<file path="src/rtl/nonce_result_scanner.sv">
// rtl/nonce_result_scanner.sv - scans NUM_NONCES final-hash words against a target
// Reports first qualifying nonce, qualifying count, and minimum hash with its nonce.
module nonce_result_scanner #(
    parameter int NUM_NONCES = 16,
    parameter int IDX_W      = 8
) (
    input  logic               i_clk,
    input  logic               i_reset,
    input  logic               i_start,
    input  logic [15:0]        i_result_addr,
    input  logic [31:0]        i_target,
    output logic               o_mem_clk,
    output logic               o_mem_we,
    output logic [15:0]        o_mem_addr,
    input  logic [31:0]        i_mem_read_data,
    output logic               o_busy,
    output logic               o_done,
    output logic               o_found,
    output logic [IDX_W-1:0]   o_first_nonce,
    output logic [IDX_W:0]     o_match_count,
    output logic [31:0]        o_min_hash,
    output logic [IDX_W-1:0]   o_min_nonce
);

    localparam int CNT_W = IDX_W + 1;
    localparam logic [CNT_W-1:0] LAST_ISSUE = CNT_W'(NUM_NONCES - 1);
    localparam logic [CNT_W-1:0] LAST_SAMPLE_CYC = CNT_W'(NUM_NONCES);
    localparam logic [CNT_W-1:0] CNT_ONE = {{(CNT_W-1){1'b0}}, 1'b1};

    typedef enum logic [1:0] {
        S_IDLE,
        S_FETCH,
        S_DONE
    } state_t;

    state_t             r_state;
    logic [CNT_W-1:0]   r_cyc;
    logic [31:0]        r_target;
    logic [15:0]        r_mem_addr;
    logic               r_busy;
    logic               r_done;
    logic               r_found;
    logic [IDX_W-1:0]   r_first_nonce;
    logic [IDX_W:0]     r_match_count;
    logic [31:0]        r_min_hash;
    logic [IDX_W-1:0]   r_min_nonce;

    logic [CNT_W-1:0]   w_cyc_next;
    logic [IDX_W-1:0]   w_idx;
    logic               w_sample;
    logic               w_hit;
    logic               w_new_min;

    // r_cyc counts FETCH edges since start; data for index i lands when r_cyc == i+1.
    assign w_cyc_next = r_cyc + CNT_ONE;
    assign w_idx      = IDX_W'(r_cyc - CNT_ONE);
    assign w_sample   = (r_cyc != '0);
    assign w_hit      = (i_mem_read_data < r_target);
    assign w_new_min  = (w_idx == '0) || (i_mem_read_data < r_min_hash);

    always_ff @(posedge i_clk or posedge i_reset) begin
        if (i_reset) begin
            r_state       <= S_IDLE;
            r_cyc         <= '0;
            r_target      <= '0;
            r_mem_addr    <= '0;
            r_busy        <= 1'b0;
            r_done        <= 1'b0;
            r_found       <= 1'b0;
            r_first_nonce <= '0;
            r_match_count <= '0;
            r_min_hash    <= 32'hFFFF_FFFF;
            r_min_nonce   <= '0;
        end else begin
            case (r_state)
                S_IDLE: begin
                    if (i_start) begin
                        r_state       <= S_FETCH;
                        r_cyc         <= '0;
                        r_target      <= i_target;
                        r_mem_addr    <= i_result_addr;
                        r_busy        <= 1'b1;
                        r_found       <= 1'b0;
                        r_first_nonce <= '0;
                        r_match_count <= '0;
                        r_min_hash    <= 32'hFFFF_FFFF;
                        r_min_nonce   <= '0;
                    end
                end
                S_FETCH: begin
                    r_cyc <= w_cyc_next;
                    // Address holds once the last index is issued; extra reads are harmless.
                    if (w_cyc_next <= LAST_ISSUE) begin
                        r_mem_addr <= r_mem_addr + 16'd1;
                    end
                    if (w_sample) begin
                        if (w_hit) begin
                            r_match_count <= r_match_count + {{IDX_W{1'b0}}, 1'b1};
                            if (!r_found) begin
                                r_found       <= 1'b1;
                                r_first_nonce <= w_idx;
                            end
                        end
                        if (w_new_min) begin
                            r_min_hash  <= i_mem_read_data;
                            r_min_nonce <= w_idx;
                        end
                    end
                    if (r_cyc == LAST_SAMPLE_CYC) begin
                        r_state <= S_DONE;
                    end
                end
                S_DONE: begin
                    if (!r_done) begin
                        r_done <= 1'b1;
                        r_busy <= 1'b0;
                    end else begin
                        r_done  <= 1'b0;
                        r_state <= S_IDLE;
                    end
                end
                default: begin
                    r_state <= S_IDLE;
                    r_busy  <= 1'b0;
                    r_done  <= 1'b0;
                end
            endcase
        end
    end

    assign o_mem_clk     = i_clk;
    assign o_mem_we      = 1'b0;
    assign o_mem_addr    = r_mem_addr;
    assign o_busy        = r_busy;
    assign o_done        = r_done;
    assign o_found       = r_found;
    assign o_first_nonce = r_first_nonce;
    assign o_match_count = r_match_count;
    assign o_min_hash    = r_min_hash;
    assign o_min_nonce   = r_min_nonce;

endmodule

</file>
<file path="config.mk">
export PLATFORM = sky130hd
export DESIGN_NAME = nonce_result_scanner
export DESIGN_NICKNAME = d
export VERILOG_FILES = /design/src/rtl/nonce_result_scanner.sv
export SDC_FILE = /design/constraint.sdc
export NUM_CORES = 1
export LEC_CHECK = 0
export CAP_MARGIN = 30
export CORE_MARGIN = 2
export CORE_UTILIZATION = 51
export DETAILED_ROUTE_END_ITERATION = 7
export GPL_TIMING_DRIVEN = 1
export PLACE_DENSITY_LB_ADDON = 0.1
export REMOVE_ABC_BUFFERS = 1
export SKIP_CTS_REPAIR_TIMING = 1
export SLEW_MARGIN = 20
export SYNTH_ARGS = -nofsm -noshare
export SYNTH_HDL_FRONTEND = slang
export SYNTH_SLANG_ARGS = --single-unit
</file>
<file path="constraint.sdc">
create_clock -name i_clk -period 4.35 [get_ports i_clk]
set_input_delay 0.87 -clock i_clk [delete_from_list [all_inputs] [get_ports i_clk]]
set_output_delay 0.87 -clock i_clk [all_outputs]
set_load 0.03 [all_outputs]
</file>
After elaboration in Yosys (flattened, before gate mapping)
Index checks and enable logic that the tools add are counted.

Output and inout port bits: 78. Flip-flop bits (word level): 119. Bits of input ports: 83.

Add/sub/neg operators: 4. Reduce and logical (&&, ||, !) cells: 14. Equal/unequal tests: 12. $lt $le $gt $ge: 3. Multiplexer cells: 33. Bitwise logic cells: 1.

Operators with widths (count): 2-to-1 mux 32 bit (3); less-than comparator 32 bit (2); one-hot mux 32 bit (2 select lines) (1); 2-to-1 mux 8 bit (6); one-hot mux 9 bit (2 select lines) (2); 2-to-1 mux 16 bit (2); one-hot mux 16 bit (2 select lines) (1); one-hot mux 8 bit (2 select lines) (2); 2-to-1 mux 9 bit (3); adder 9 x 1 -> 9 bit (second input constant) (2); != test 2 bit (second input constant) (9); adder 16 x 1 -> 16 bit (second input constant) (1); equality test 9 x 5 -> 1 bit (second input constant) (1); <= comparator 9 x 4 -> 1 bit (second input constant) (1); AND reduction 3 bit (3); nonzero test 9 bit (1); logical NOT 8 bit (1); AND reduction 4 bit (2); subtractor 8 x 1 -> 8 bit (second input constant) (1); 2-to-1 mux 1 bit (6); 2-to-1 mux 2 bit (3); one-hot mux 2 bit (3 select lines) (1); AND reduction 5 bit (1); one-hot mux 1 bit (2 select lines) (2); other kinds (9) (10).

Depth between registers and ports, before layout
Gate-level depths: netlist of run 1.

Depth after elaboration: 6. Mapped depth: 12.

==> results of run 1 <==
[flip-flops by register name, summed over array words and instances (netlist names), 2 cells and up]
signal / count
o_min_nonce: 8
r_target: 32
o_min_hash: 32
o_mem_addr: 16
o_first_nonce: 8
o_match_count: 9
r_state: 2
r_cyc: 9
[report_power, final]
group,switching [mW],total (mW),internal (mW)
logic,2.52,4.25,1.73
registers,0.491,2.25,1.76
clock network,0.546,1.58,1.03
total,3.56,8.08,4.52
[cells in the mapped netlist (6+ instances only)]
master	count	share of area [%]
a21o_1	11	1.0
a21oi_1	90	5.5
a31oi_1	6	0.46
and2_0	9	0.69
and2_1	23	1.8
and3_1	6	0.46
buf_2	8	0.49
buf_6	8	1.1
clkbuf_1	40	1.8
dfrtp_1	87	27
dfstp_2	32	10
ha_1	69	11
inv_1	76	3.5
mux2i_1	34	4.2
nand2_1	117	5.4
nand2b_1	7	0.54
nand3_1	25	1.5
nand4_1	12	0.92
nor2_1	50	2.3
nor3_1	11	0.67
o21a_1	6	0.55
o21ai_0	105	6.4
o21ai_1	7	0.43
o22ai_1	43	3.3
o31ai_1	14	1.3
[placed cells by master (no fill, tap or decap), types with 5 or more instances in the layout]
cell type,count
o31ai_1,14
nor2_1,50
xnor2_1,5
buf_4,9
o211ai_1,5
and2_0,9
mux2_2,5
or3_1,5
nor3_1,11
ha_1,69
dfrtp_1,87
nand2b_1,6
and2_1,23
and3_1,6
o21ai_1,7
a21o_1,11
clkbuf_16,20
mux2i_1,34
clkdlybuf4s50_1,159
o22ai_1,43
a21oi_1,90
o21a_1,6
nand3b_1,5
o21ai_0,105
nand4_1,12
nand3_1,25
dfstp_2,32
inv_1,75
and4_1,5
nand2_1,117
[routing by layer]
| layer | GRT usage, % | share of wire [%] | up-vias |
|---|---|---|---|
| li1 | - | - | 3723 |
| met1 | 36.19 | 47 | 3534 |
| met4 | 8.073 | 1.2 | 0 |
| met2 | 40.10 | 46 | 202 |
| met3 | 5.578 | 5.7 | 22 |
| met5 | 0 | 0 | - |
[worst max path at each step]
stage / start / to / slack [ps] / cells after the start
after floorplan: i_mem_read_data[27] / o_min_nonce[0]$_DFFE_PP0P_ / -920 / 6
after global placement: i_mem_read_data[31] / o_min_nonce[5]$_DFFE_PP0P_ / 610 / 8
after detailed placement: i_mem_read_data[30] / o_min_hash[29]$_DFFE_PP1P_ / 600 / 8
after CTS: i_clk / o_mem_clk / 480 / 3
after global routing: i_clk / o_mem_clk / 470 / 3
final: i_clk / o_mem_clk / 480 / 3
[layout make-up]
class	instances	area [um^2]
repair buffers	171	1729
clock buffers	28	576.8
well taps	216	270.3
clock inverters	8	95.09
inverters	76	287.8
flip-flops and latches	119	3018
fillers	1373	5209
multi-input cells	720	4584
[worst register-to-register path, cell delays in order, from the launching register on]
cell and delay [ps]:
dfrtp_1 530, inv_1 190, ha_1 200, or3b_1 410, or3_1 320, a21oi_1 270, or3_4 450, and2_4 570
a21o_1 190, a311o_1 90
[stage by stage]
step / worst slack [ps] / utilization, % / instance area (um^2) / power (mW) / TNS [ps]
5_1_grt: 474.8 / 66.97 / 10560 / 8.701 / 0
3_5_place_dp: 595.9 / 62.77 / 9899 / 6.531 / 0
4_1_cts: 477.0 / 66.97 / 10560 / 8.104 / 0
3_3_place_gp: 605.1 / 62.77 / 9899 / 6.447 / 0
6_report: 481.7 / 66.97 / 10560 / 8.078 / 0
2_1_floorplan: -915.8 / - / 7845 / 4.994 / -34370
[cells by family (layout without fill, tap and decap cells)]
group | after synthesis | after routing
AND/OR/NAND/NOR | 294 | 294
flip-flops | 119 | 119
buffers and inverters | 138 | 283
XOR/XNOR | 9 | 9
AO/OA/AOI/OAI | 308 | 308
other | 1 | 1
adder cells (fa/ha/maj) | 69 | 69
multiplexers | 39 | 39
==> impl_metrics.ini, run 1 <==
[die]
start_util_pct = 51.74
boundaryPins = 161
chipHeight_um = 130.5
die_x_um = 130.5
core_area_um2 = 15770
rows = 46
dieArea_um2 = 17030

[worst_setup_path]
cp_num_buf_inv = 3
crit_path_start_kind = clock port
timing.rr.end = o_min_nonce[0]$_DFFE_PP0P_
end_kind = primary output
required_ps = 3480
ff2ff_path_depth = 9
ff2ff_setup_slack_ps = 1070
worstPathMaxFanout = 2
cpLargestDelayFamily = buffers and inverters
slowest_delay_ps = 580
crit_slowest_cell = clkdlybuf4s50_1
cp_cell_sequence = clkbuf_16, clkbuf_16, clkdlybuf4s50_1
path_class = clock port to primary output
worst_ep_arrival_time_ps = 3000
crit_top_cell = clkbuf_16
reg2reg_from = r_cyc[0]$_DFFE_PP0P_

[synthesis]
synth_top_family_by_area = compound AO/OA/AOI/OAI gates
synth-edff-count = 0
synth-xor-area-share_pct = 0.9661
syn_inst = 977
ys.warnings.count = 0
synth-compound-area-share_pct = 21.82
netlist_area_um2 = 8159
avgSynthCellArea_um2 = 8.351
synth-seq-cells = 119
ys_types = 60
synthSimpleGateAreaFrac_pct = 17.39
async_flop_share_pct = 100.0
synth-main-ff-cell = dfrtp_1
synth-adder-area-share_pct = 10.58
seq_area_frac_synth_pct = 36.99
synthMuxAreaShare_pct = 4.861

[clocking]
clk_latency_ps = 530
cts_tree = yes
clk_pin_slew_ps = 50

[flow_run]
maxCapViolCount = 0

[layout]
fin_nets = 1261
syn2layout_area_growth_pct = 29.44
drive_gt1_share_pct = 8.824
antenna_cells = 0
instances_no_fill = 1338

[power_and_ir_drop]
power_leakage_nw = 4.545
ir_drop_mv = 0.6495
p_per_area_nw_per_um2 = 764.9

[sta]
final-setup-viol-count = 0
worst_pin_slew_ps = 772.2
maxSlewViolCount = 0
clock_skew_ps = 7.357
whs_ps = 498.7
final_hold_viol_count = 0
rsz0062_at_grt = no
relSlewSlack_pct = 48.52

[global_routing]
grt_pass1_vias = 6937
grt_max_degree = 93
antenna_found_initial = 0
overflow = 0
grtUsageTotal_pct = 25.79
grt_pass1_wl_um = 34600

[placed_design]
dp_hpwl_um = 14830
place_congestion = 0.8424
placed_cells = 1303
portBuffers = 159

[route]
drc = 0
viasPerCell = 5.591
ant_nets = 0
wirelength_um = 21300
wl_per_cell_um = 15.92
drtIter0Drc = 415
drt_first_pass_iters = 5
dr_total_vias = 7481

[worst_hold_path]
hold_path.class = flip-flop to flip-flop
hp-start = o_match_count[8]$_DFFE_PP0P_
whs_path_depth = 1
whs_endpoint = o_match_count[8]$_DFFE_PP0P_

[run_status]
run_status = completed
Power figures use the tool's default switching activity.
==> run 2, diff against run 1 <==
--- a/config.mk
+++ b/config.mk
@@ -7,7 +7,8 @@
 export LEC_CHECK = 0
 export CAP_MARGIN = 30
 export CORE_MARGIN = 2
-export CORE_UTILIZATION = 51
+export CORE_UTILIZATION = 25
+export CTS_BUF_LIST = sky130_fd_sc_hd__clkbuf_2 sky130_fd_sc_hd__clkbuf_4 sky130_fd_sc_hd__clkbuf_8
 export DETAILED_ROUTE_END_ITERATION = 7
 export GPL_TIMING_DRIVEN = 1
 export PLACE_DENSITY_LB_ADDON = 0.1
==> run 2 against run 1 <==
Cell count increased by 17%. Cell area grew 1.4%. Clock power decreased by 15%. Utilization shrank 34 points. Non-clock buffer count increased by 6. Via count up 0.53%. Wire length grew 24%. Register-to-register slack is essentially flat. Largest cell class unchanged. Highest routed layer unchanged.
==> impl_metrics.ini, run 2 (synthesized netlist as in run 1, its figures left out) <==
[run_status]
run_status = completed

[worst_setup_path]
ff2ff_setup_slack_ps = 1080
path_class = clock port to primary output
setup.worst_path.start = i_clk
crit_path_start_kind = clock port
worstPathMaxFanout = 2
required_ps = 3480
reg2reg_from = r_cyc[0]$_DFFE_PP0P_
timing.rr.end = o_min_nonce[0]$_DFFE_PP0P_
ff2ff_path_depth = 10
worst_ep_arrival_time_ps = 2980
end_kind = primary output

[worst_hold_path]
hp-start = r_target[0]$_DFFE_PP0P_
hold_path.class = flip-flop to flip-flop
whs_endpoint = r_target[0]$_DFFE_PP0P_
whs_path_depth = 1

[die]
core_area_um2 = 32370
chipHeight_um = 184.7
rows = 66
die_x_um = 184.7
boundaryPins = 161
start_util_pct = 25.20
dieArea_um2 = 34100

[layout]
instances_no_fill = 1570
syn2layout_area_growth_pct = 31.30
fin_nets = 1267
antenna_cells = 0
final_common_cell = clkdlybuf4s50_1
final_core_util_pct = 33.09
drive_gt1_share_pct = 9.574
fill_cells = 3481
final_area_um2 = 10710
layout_common_cells = clkdlybuf4s50_1 (159), nand2_1 (117), o21ai_0 (105)

[sta]
maxSlewViolCount = 0
rsz0062_at_grt = no
relSlewSlack_pct = 48.23
final-setup-viol-count = 0
worst_pin_slew_ps = 771.3
setup_slack_ps = 500.5
final_hold_viol_count = 0
whs_ps = 514.4
clock_skew_ps = 25.91
tns_ps = 0

[route]
ant_nets = 0
wl_per_cell_um = 16.86
drtIter0Drc = 341
dr_total_vias = 7521
drt_first_pass_iters = 5
drc = 0
viasPerCell = 4.790
wirelength_um = 26470

[global_routing]
grt_pass1_vias = 7461
grt_max_degree = 53
overflow = 0
grtUsageTotal_pct = 15.90
grt_pass1_wl_um = 41830
antenna_found_initial = 0

[placed_design]
placed_cells = 1535
dp_hpwl_um = 18450
portBuffers = 159
place_congestion = 0.7382
place_area_um2 = 10210
post-place-ws_ps = 529.8

[power_and_ir_drop]
p_per_area_nw_per_um2 = 741.7
power_mw = 7.946
power_leakage_nw = 4.500
ir_drop_mv = 0.2593

[clocking]
cts_tree = yes
clk_pin_slew_ps = 70
clk_latency_ps = 560

[flow_run]
maxCapViolCount = 0
## run 2: cell types whose count changed in the layout (fill, tap and decap cells not counted), sizes merged
cell,before,now
bufinv,2,5
clkinv,4,5
buf,13,19
inv,76,78
clkbuf,27,21
## run 2: layer usage
metal | up-vias | wire length (um) | global-route usage, %
li1 | 3736 | - | -
met1 | 3621 | 13000 | 21.84
met2 | 146 | 12230 | 25.80
met3 | 18 | 850 | 2.687
met4 | 0 | 382 | 4.190
met5 | - | 0 | 0
## run 2: cell type report
class	count	area (um^2)	area share, %
Clock buffer	22	292.8	2.733
Multi-Input combinational cell	720	4589	42.84
Timing Repair Buffer	177	1749	16.33
Inverter	76	287.8	2.686
Sequential cell	119	3018	28.17
Clock inverter	14	222.7	2.079
Tap cell	442	553.0	5.162
## run 2: power breakdown
part | leakage [nW] | switching [mW] | internal, mW
sequential | 1.40 | 0.528 | 1.75
clock | 0.253 | 0.572 | 0.769
combinational | 2.85 | 2.60 | 1.73
## run 2: worst max-delay path by stage
stage / endpoint / slack (ps) / cells past startpoint
floorplan: o_min_nonce[0]$_DFFE_PP0P_ / -920 / 6
global placement: o_first_nonce[4]$_DFFE_PP0P_ / 580 / 9
detailed placement: o_first_nonce[7]$_DFFE_PP0P_ / 530 / 9
CTS: o_mem_clk / 490 / 3
global route: o_mem_clk / 480 / 3
finish: o_mem_clk / 500 / 3
## run 2: critical path, stage by stage
cell and delay [ps]:
clkbuf_8 110, clkbuf_8 120, clkdlybuf4s50_1 580
==> run 3, diff against run 2 <==
--- a/config.mk
+++ b/config.mk
@@ -5,13 +5,13 @@
 export SDC_FILE = /design/constraint.sdc
 export NUM_CORES = 1
 export LEC_CHECK = 0
-export CAP_MARGIN = 30
+export CAP_MARGIN = 20
 export CORE_MARGIN = 2
 export CORE_UTILIZATION = 25
 export CTS_BUF_LIST = sky130_fd_sc_hd__clkbuf_2 sky130_fd_sc_hd__clkbuf_4 sky130_fd_sc_hd__clkbuf_8
 export DETAILED_ROUTE_END_ITERATION = 7
 export GPL_TIMING_DRIVEN = 1
-export PLACE_DENSITY_LB_ADDON = 0.1
+export PLACE_DENSITY = 0.52
 export REMOVE_ABC_BUFFERS = 1
 export SKIP_CTS_REPAIR_TIMING = 1
 export SLEW_MARGIN = 20
==> run 3 against run 2 <==
Via count is 0.28% lower. Wire length is 6.8% lower. Sequential share of layout area is 0.17 points higher. Register-to-register slack worse by 40 ps. Worst setup slack better by 5.6 ps. Sequential power hardly changed. Clock-buffer cell count is 3 higher. Clock skew is 9.6 ps lower. Combinational power is 1% lower. Worst hold slack worse by 32 ps.
==> impl_metrics.ini, run 3 (synthesized netlist as in run 1, its figures left out) <==
[global_routing]
antenna_found_initial = 0
overflow = 0
grt_max_degree = 89
grtUsageTotal_pct = 14.78
grt_pass1_wl_um = 39210
grt_pass1_vias = 7300

[sta]
worst_pin_slew_ps = 1067
relSlewSlack_pct = 28.71
whs_ps = 482.3
final-setup-viol-count = 0
clock_skew_ps = 16.31
setup_slack_ps = 506.2
rsz0062_at_grt = no
tns_ps = 0
final_hold_viol_count = 0
maxSlewViolCount = 0

[power_and_ir_drop]
comb_power_share_pct = 54.6
p_sw_share_pct = 46.07
p_per_area_nw_per_um2 = 734.9
clockPowerShare_pct = 16.5
power_leakage_nw = 4.459
seqPwrFrac_pct = 28.8
intPower_mw = 4.220
p_sw_mw = 3.605
ir_drop_mv = 0.3808
power_mw = 7.825

[die]
chipHeight_um = 184.7
die_x_um = 184.7
boundaryPins = 161
start_util_pct = 25.20
rows = 66
dieArea_um2 = 34100
core_area_um2 = 32370

[route]
drtIter0Drc = 462
drt_first_pass_iters = 5
ant_nets = 0
viasPerCell = 4.802
dr_total_vias = 7500
wirelength_um = 24680
wl_per_cell_um = 15.80
drc = 0

[placed_design]
dp_hpwl_um = 17450
place_congestion = 0.8005
post-place-ws_ps = 542.4
place_area_um2 = 10160
placed_cells = 1527
portBuffers = 159

[worst_setup_path]
worstPathMaxFanout = 2
required_ps = 3480
crit_slowest_cell = clkdlybuf4s50_1
path_class = clock port to primary output
cpLargestDelayFamily = buffers and inverters
end_kind = primary output
cp_num_buf_inv = 3
cp_cell_sequence = clkbuf_8, clkbuf_8, clkdlybuf4s50_1
crit_path_start_kind = clock port
worst_ep_arrival_time_ps = 2970
slowest_delay_ps = 580
crit_top_cell = clkbuf_8

[layout]
drive_gt1_share_pct = 8.929
layout_common_cells = clkdlybuf4s50_1 (159), nand2_1 (117), o21ai_0 (105)
antenna_cells = 0
final_area_um2 = 10650
final_common_cell = clkdlybuf4s50_1
syn2layout_area_growth_pct = 30.50
instances_no_fill = 1562
final_core_util_pct = 32.89
fin_nets = 1259

[worst_hold_path]
hold_path.class = flip-flop to flip-flop

[flow_run]
maxCapViolCount = 0

[clocking]
clk_latency_ps = 560
clk_pin_slew_ps = 80
cts_tree = yes

[run_status]
run_status = completed
==> run 3: cell count changes in the layout (fill, tap and decap cells not counted) <==
cell,before,now
clkbuf_8,20,22
clkinv_2,1,2
clkbuf_4,1,2
clkinvlp_4,2,3
bufinv_16,5,4
buf_12,2,3
buf_4,17,8
clkinv_4,4,0
==> run 3: path summary, 6_finish.rpt <==
path / to / slack (ps) / startpoint / cells after the start
worst max-delay path: o_mem_clk / 510 / i_clk / 3
worst min-delay path: o_match_count[8]$_DFFE_PP0P_ / 480 / o_match_count[8]$_DFFE_PP0P_ / 1
worst max register to register: o_min_nonce[0]$_DFFE_PP0P_ / 1040 / r_cyc[0]$_DFFE_PP0P_ / 9
worst min register to register: o_match_count[8]$_DFFE_PP0P_ / 480 / o_match_count[8]$_DFFE_PP0P_ / 1
max in group asynchronous: o_min_hash[24]$_DFFE_PP1P_ / 2760 / i_reset / 3
min in group asynchronous: o_mem_addr[3]$_DFFE_PP0P_ / 710 / i_reset / 2
==> run 3: area by class of cell <==
class | count | area [um^2]
Clock inverter | 11 | 170.2
Clock buffer | 25 | 327.8
Fill cell | 3439 | 21720
Sequential cell | 119 | 3018
Timing Repair Buffer | 169 | 1702
Multi-Input combinational cell | 720 | 4589
Inverter | 76 | 287.8
Tap cell | 442 | 553.0
==> run 3: power groups by stage <==
stage,Combinational [mW],Sequential (mW),Clock (mW)
2_1_floorplan,2.21,2.79,0
3_3_place_gp,4.26,2.27,0.0383
3_5_place_dp,4.31,2.27,0.0383
4_1_cts,4.32,2.26,1.33
5_1_grt,4.79,2.35,1.39
6_report,4.27,2.26,1.29
==> run 3: routing by layer <==
metal | GRT usage (%) | wire length [um] | vias to the layer above
met2 | 24.63 | 11720 | 186
li1 | - | - | 3722
met5 | 0 | 0 | -
met1 | 19.57 | 11500 | 3560
met4 | 4.476 | 433 | 0
met3 | 2.470 | 1016 | 32
